<file path="src/rtl/ad_sample_rx.sv">
// Serial ADC receiver: CONVST pulse, BUSY wait, MSB-first readout, 1-cycle valid.
// Optional AD_AVG4_EN: output the mean of every 4 conversions.
module ad_sample_rx #(
  parameter int DATA_W   = 16,
  parameter int SCLK_DIV = 4,
  parameter int CONV_W   = 3,
  parameter int BUSY_TO  = 1000
) (
  input  logic              clk,
  input  logic              rst_n,
  input  logic              en,
  input  logic              ad_start,
  input  logic              err_clr,
  input  logic              adc_busy,
  input  logic              adc_sdo,
  output logic              adc_convst_n,
  output logic              adc_cs_n,
  output logic              adc_sclk,
  output logic [DATA_W-1:0] sample_data,
  output logic              sample_valid,
  output logic              overrun,
  output logic              timeout_err,
  output logic [31:0]       sample_cnt
);

  localparam int CNT_MAX = (BUSY_TO > CONV_W) ? BUSY_TO : CONV_W;
  localparam int CNT_W   = $clog2(CNT_MAX + 1);
  localparam int DIV_W   = $clog2(SCLK_DIV);
  localparam int HALF_W  = $clog2(2 * DATA_W + 2);

  typedef enum logic [2:0] {
    S_IDLE,
    S_CONV,
    S_WAIT,
    S_READ,
    S_DONE
  } state_t;

  state_t r_state;
  state_t w_next;

  logic              r_start_d;
  logic              r_busy_m;
  logic              r_busy_s;
  logic [CNT_W-1:0]  r_cnt;
  logic [DIV_W-1:0]  r_div;
  logic [HALF_W-1:0] r_half;
  logic              r_sclk;
  logic [DATA_W-1:0] r_shreg;
  logic [DATA_W-1:0] r_data;
  logic              r_valid;
  logic              r_overrun;
  logic              r_timeout;
  logic [31:0]       r_sample_cnt;

  logic w_start_rise;
  logic w_conv_end;
  logic w_busy_done;
  logic w_timeout;
  logic w_half_end;
  logic w_last_half;
  logic w_read_end;

  assign w_start_rise = ad_start & ~r_start_d;
  assign w_conv_end   = (r_state == S_CONV) &&
                        (r_cnt == CNT_W'(CONV_W - 1));
  // First two WAIT cycles still see pre-convst BUSY through the synchroniser
  assign w_busy_done  = (r_state == S_WAIT) &&
                        (r_cnt >= CNT_W'(2)) && !r_busy_s;
  assign w_timeout    = (r_state == S_WAIT) && !w_busy_done &&
                        (r_cnt == CNT_W'(BUSY_TO - 1));
  assign w_half_end   = (r_div == DIV_W'(SCLK_DIV - 1));
  assign w_last_half  = (r_half == HALF_W'(2 * DATA_W));
  assign w_read_end   = (r_state == S_READ) && w_half_end && w_last_half;

  always_ff @(posedge clk or negedge rst_n) begin
    if (!rst_n) r_state <= S_IDLE;
    else        r_state <= w_next;
  end

  always_comb begin
    w_next = r_state;
    unique case (r_state)
      S_IDLE:  if (w_start_rise && en) w_next = S_CONV;
      S_CONV:  if (w_conv_end) w_next = S_WAIT;
      S_WAIT: begin
        if (w_busy_done)    w_next = S_READ;
        else if (w_timeout) w_next = S_IDLE;
      end
      S_READ:  if (w_read_end) w_next = S_DONE;
      S_DONE:  w_next = S_IDLE;
      default: w_next = S_IDLE;
    endcase
  end

  always_ff @(posedge clk or negedge rst_n) begin
    if (!rst_n) begin
      r_start_d <= 1'b0;
      r_busy_m  <= 1'b0;
      r_busy_s  <= 1'b0;
      r_cnt     <= '0;
      r_div     <= '0;
      r_half    <= '0;
      r_sclk    <= 1'b0;
      r_shreg   <= '0;
    end else begin
      r_start_d <= ad_start;
      r_busy_m  <= adc_busy;
      r_busy_s  <= r_busy_m;
      if (w_next != r_state)
        r_cnt <= '0;
      else if (r_state == S_CONV || r_state == S_WAIT)
        r_cnt <= r_cnt + 1'b1;
      else
        r_cnt <= '0;
      if (r_state == S_READ) begin
        r_div <= w_half_end ? '0 : r_div + 1'b1;
        if (w_half_end && !w_last_half) begin
          r_half <= r_half + 1'b1;
          r_sclk <= ~r_sclk;
          if (!r_sclk)
            r_shreg <= {r_shreg[DATA_W-2:0], adc_sdo};
        end
      end else begin
        r_div  <= '0;
        r_half <= '0;
        r_sclk <= 1'b0;
      end
    end
  end

  always_ff @(posedge clk or negedge rst_n) begin
    if (!rst_n) begin
      r_overrun <= 1'b0;
      r_timeout <= 1'b0;
    end else begin
      if (w_start_rise && r_state != S_IDLE) r_overrun <= 1'b1;
      else if (err_clr)                      r_overrun <= 1'b0;
      if (w_timeout)    r_timeout <= 1'b1;
      else if (err_clr) r_timeout <= 1'b0;
    end
  end

`ifdef AD_AVG4_EN
  logic [DATA_W+1:0] r_sum;
  logic [1:0]        r_phase;
  logic [DATA_W+1:0] w_sum_nx;

  assign w_sum_nx = r_sum + {2'b00, r_shreg};

  always_ff @(posedge clk or negedge rst_n) begin
    if (!rst_n) begin
      r_sum        <= '0;
      r_phase      <= '0;
      r_data       <= '0;
      r_valid      <= 1'b0;
      r_sample_cnt <= '0;
    end else begin
      r_valid <= 1'b0;
      if (err_clr) begin
        r_sum   <= '0;
        r_phase <= '0;
      end
      // Results land on the last READ cycle so they are visible during DONE
      if (w_read_end) begin
        r_sample_cnt <= r_sample_cnt + 32'd1;
        if (r_phase == 2'd3) begin
          r_data  <= w_sum_nx[DATA_W+1:2];
          r_valid <= 1'b1;
          r_sum   <= '0;
          r_phase <= '0;
        end else begin
          r_sum   <= w_sum_nx;
          r_phase <= r_phase + 2'd1;
        end
      end
    end
  end
`else
  always_ff @(posedge clk or negedge rst_n) begin
    if (!rst_n) begin
      r_data       <= '0;
      r_valid      <= 1'b0;
      r_sample_cnt <= '0;
    end else begin
      r_valid <= 1'b0;
      // Results land on the last READ cycle so they are visible during DONE
      if (w_read_end) begin
        r_data       <= r_shreg;
        r_valid      <= 1'b1;
        r_sample_cnt <= r_sample_cnt + 32'd1;
      end
    end
  end
`endif

  assign adc_convst_n = (r_state != S_CONV);
  assign adc_cs_n     = (r_state != S_READ);
  assign adc_sclk     = r_sclk;
  assign sample_data  = r_data;
  assign sample_valid = r_valid;
  assign overrun      = r_overrun;
  assign timeout_err  = r_timeout;
  assign sample_cnt   = r_sample_cnt;

endmodule

</file>
<file path="config.mk">
export PLATFORM = sky130hd
export DESIGN_NAME = ad_sample_rx
export DESIGN_NICKNAME = d
export VERILOG_FILES = /design/src/rtl/ad_sample_rx.sv
export SDC_FILE = /design/constraint.sdc
export NUM_CORES = 1
export LEC_CHECK = 0
export BUFFER_PORTS_ARGS = -buffer_cell sky130_fd_sc_hd__buf_4
export CAP_MARGIN = 20
export CORE_ASPECT_RATIO = 2
export CORE_MARGIN = 2
export CORE_UTILIZATION = 25
export CTS_CLUSTER_DIAMETER = 120
export CTS_CLUSTER_SIZE = 40
export DETAILED_ROUTE_END_ITERATION = 7
export PLACE_DENSITY = 0.5
export SLEW_MARGIN = 20
export SYNTH_ARGS = -nofsm -noshare
export SYNTH_HDL_FRONTEND = slang
export SYNTH_SLANG_ARGS = --single-unit
</file>
<file path="constraint.sdc">
create_clock -name clk -period 1.96 [get_ports clk]
set_clock_uncertainty 0.1 [all_clocks]
set_input_delay 0.49 -clock clk [delete_from_list [all_inputs] [get_ports clk]]
set_output_delay 0.49 -clock clk [all_outputs]
set_load 0.01 [all_outputs]
</file>
==> results by group <==
Status
  • Status: complete, but fails checks
  • Failing checks: setup timing

Power and ir drop
  • Static leakage: 2.747 nW
  • Peak supply drop: 0.3826 mV
  • Power Dens Cells: 753.5 nW/um2

Worst setup path
  • CP Buf/Inv Count: 3
  • Critical path peak fanout: 7
  • Reg2reg setup slack: -0.09 ns
  • Slowest cell on crit path: dfrtp_1
  • Worst path required time: 2.09 ns
  • CP Cell Sequence: inv_2 > ha_4 > nand4bb_1 > or3_4 > inv_6 > nand4_4 > buf_4 > xnor2_1
  • Crit path kind: register to register
  • Critical path's top delay family: simple AND/OR/NAND/NOR gates
  • Worst Setup Start Kind: register
  • Worst setup EP type: register
  • Crit-path max cell delay: 0.40 ns
  • Arr. time, crit path: 2.17 ns

Final layout
  • Commonest non-fill, non-tap cell in the layout: dfrtp_1
  • FILL cells: 1611
  • ANT cells: 0
  • Layout cell share with drive strength beyond 1: 36.34%
  • Non-filler cells, final: 666
  • Most frequent cells in the layout: dfrtp_1 (92), buf_4 (88), nand2_1 (65)
  • Nets: 473
  • Multi-input logic area: 1689 um2
  • Layout area overhead: 39.73%
  • FF/Latch Area: 2302 um2

Timing
  • Final hold vios: 0
  • Min Hold Slack: 0.1562 ns
  • Post-route worst setup slack: -0.08681 ns
  • Unrepaired setup endpoints after global routing: true
  • FMAX: 488.6 MHz
  • Fin crit period: 2.047 ns
  • Max Slew Vio Count: 0
  • Setup total negative slack: -0.7131 ns
  • Normalized max-slew margin: 72.50%
  • Tcrit/Tclk final: 104.4%
  • Final setup vio count: 28
  • Least-Margin Pin Slew: 0.4091 ns

Clock network
  • Clock Sink Count: 92
  • Clock root cell: clkbuf_16
  • Clk Latency, worst-skew pair: 0.34 ns
  • CTS Buf Count: 9
  • H-tree depth: 3
  • CTS clk-pin slew, worst paths: 0.07 ns
  • Max Root-Sink Buffers: 2
  • CTS tree: built

Floorplanning
  • Die height: 181.8 um
  • # IOs: 61
  • Core footprint: 15620 um2
  • Starting Density: 25.31%
  • Die X: 92.91 um
  • FP Rows: 65
  • DIE AREA: 16890 um2

Global route
  • First-pass GRT wire length: 14.48 mm
  • GRT Residual Overflow: 0
  • Initial antenna violation count: 0
  • Largest net degree at the start of global routing: 35
  • GRT Overall Usage: 10.74%
  • Vias in the first global route: 2870

Yosys
  • Post-Synthesis Cells: 356
  • Syn_area_per_cell: 11.10 um2
  • Asr flop ratio synth: 100.0%
  • Seq cells post-synth: 92
  • Netlist cell types: 42
  • Cell area after synthesis: 3953 um2
  • EDFF count, synth: 0
  • Seq/Total Area, Yosys: 58.25%
  • Net Count, Synth: 369
  • Main synth FF type: dfrtp_1
  • Synth warn: 0

Drt
  • Via count: 2835
  • Avg WL per Cell: 13.30 um
  • Drt total wl: 8.859 mm
  • Drt first-iter violations: 143
  • Final ANT Viol Nets: 0
  • Routed vias/inst: 4.257
  • DRC Markers: 0
  • Drt pass-1 iters: 4

Worst hold path
  • Worst min-delay path class: input port to register

Placement
  • Gpl congestion: 0.7937
  • Dpl ws: -0.1586 ns
  • PortBufs: 60
  • HPWL Detailed: 5.925 mm
  • Cell total after placement: 638

Job
  • Max-cap viol count: 0
[synth_stat cells (3+ instances only)]
master,instances,area [um2]
xor2_1,21,183.9
a21oi_1,3,15.01
inv_1,16,60.06
buf_2,3,15.01
o21ai_0,3,15.01
nor3_1,6,30.03
nand2_1,70,262.8
ha_1,6,75.07
nand3_1,12,60.06
dfrtp_1,92,2302
nor2_1,39,146.4
xnor2_1,23,201.4
mux2_2,16,180.2
nand4_1,9,56.30
and3_1,3,18.77
[sequential cells by signal, indices dropped and copies added, names as in the netlist, 2 cells and up]
register and flops:
r_shreg 16, sample_cnt 32, r_cnt 10, r_div 2
r_half 6, r_state 3, sample_data 16
[logic make-up (layout without fill, tap and decap cells)]
kind of cell,Yosys count,count (layout),synth area share [%]
adder cells (fa/ha/maj),6,6,1.899
flip-flops,92,92,58.25
multiplexers,17,17,4.812
AO/OA/AOI/OAI,13,13,2.628
XOR/XNOR,44,44,9.750
buffers and inverters,25,134,2.659
AND/OR/NAND/NOR,159,159,20.01
[per-layer routing]
metal / routed length, um / up-vias / share of wire, % / track usage [%]
li1: - / 1376 / - / -
met1: 4189 / 1382 / 47 / 14.42
met2: 4120 / 64 / 47 / 16.52
met3: 399 / 13 / 4.5 / 2.988
met4: 149 / 0 / 1.7 / 3.882
met5: 0 / - / 0 / 0
[per-stage QoR]
stage	area, um2	power, mW	util, %
final	5523	4.161	35.37
after detailed placement	4888	2.433	31.31
after floorplan	3970	2.238	-
after global placement	4888	2.440	31.31
after CTS	5253	4.234	33.64
after global routing	5523	4.370	35.37
[timing repair]
item / in CTS / in global routing
hold endpoints to repair: 24 / 0
setup endpoints to repair: 33 / 23
pin swaps: 1 / 14
hold buffers: 1 / 0
resized for setup: 13 / 28
gates cloned: 0 / 3
setup buffers: 0 / 8
[area by class of cell]
| type | instances | share of cell area [%] |
|---|---|---|
| Inverter | 17 | 1.246 |
| Clock inverter | 6 | 1.269 |
| Timing Repair Buffer | 101 | 16.52 |
| Multi-Input combinational cell | 239 | 30.58 |
| Sequential cell | 92 | 41.69 |
| Clock buffer | 10 | 4.146 |
| Tap cell | 201 | 4.554 |
[where the power goes]
| part | total (mW) | switching (mW) | internal (mW) |
|---|---|---|---|
| registers | 2.00 | 0.0458 | 1.96 |
| logic | 0.392 | 0.239 | 0.154 |
| clock network | 1.77 | 0.764 | 1.00 |
[worst paths after layout]
path                                       start  cells after the start                         end
setup / recovery           r_half[0]$_DFFE_PN0P_                      8  sample_cnt[19]$_DFFE_PN0P_
hold / removal                          adc_busy                      1          r_busy_m$_DFF_PN0_
setup reg to reg           r_half[0]$_DFFE_PN0P_                      8  sample_cnt[19]$_DFFE_PN0P_
hold reg to reg               r_busy_m$_DFF_PN0_                      0          r_busy_s$_DFF_PN0_
max in group asynchronous                  rst_n                      3  sample_cnt[13]$_DFFE_PN0P_
min in group asynchronous                  rst_n                      2          r_busy_m$_DFF_PN0_
(Power assumes the default switching activity.)
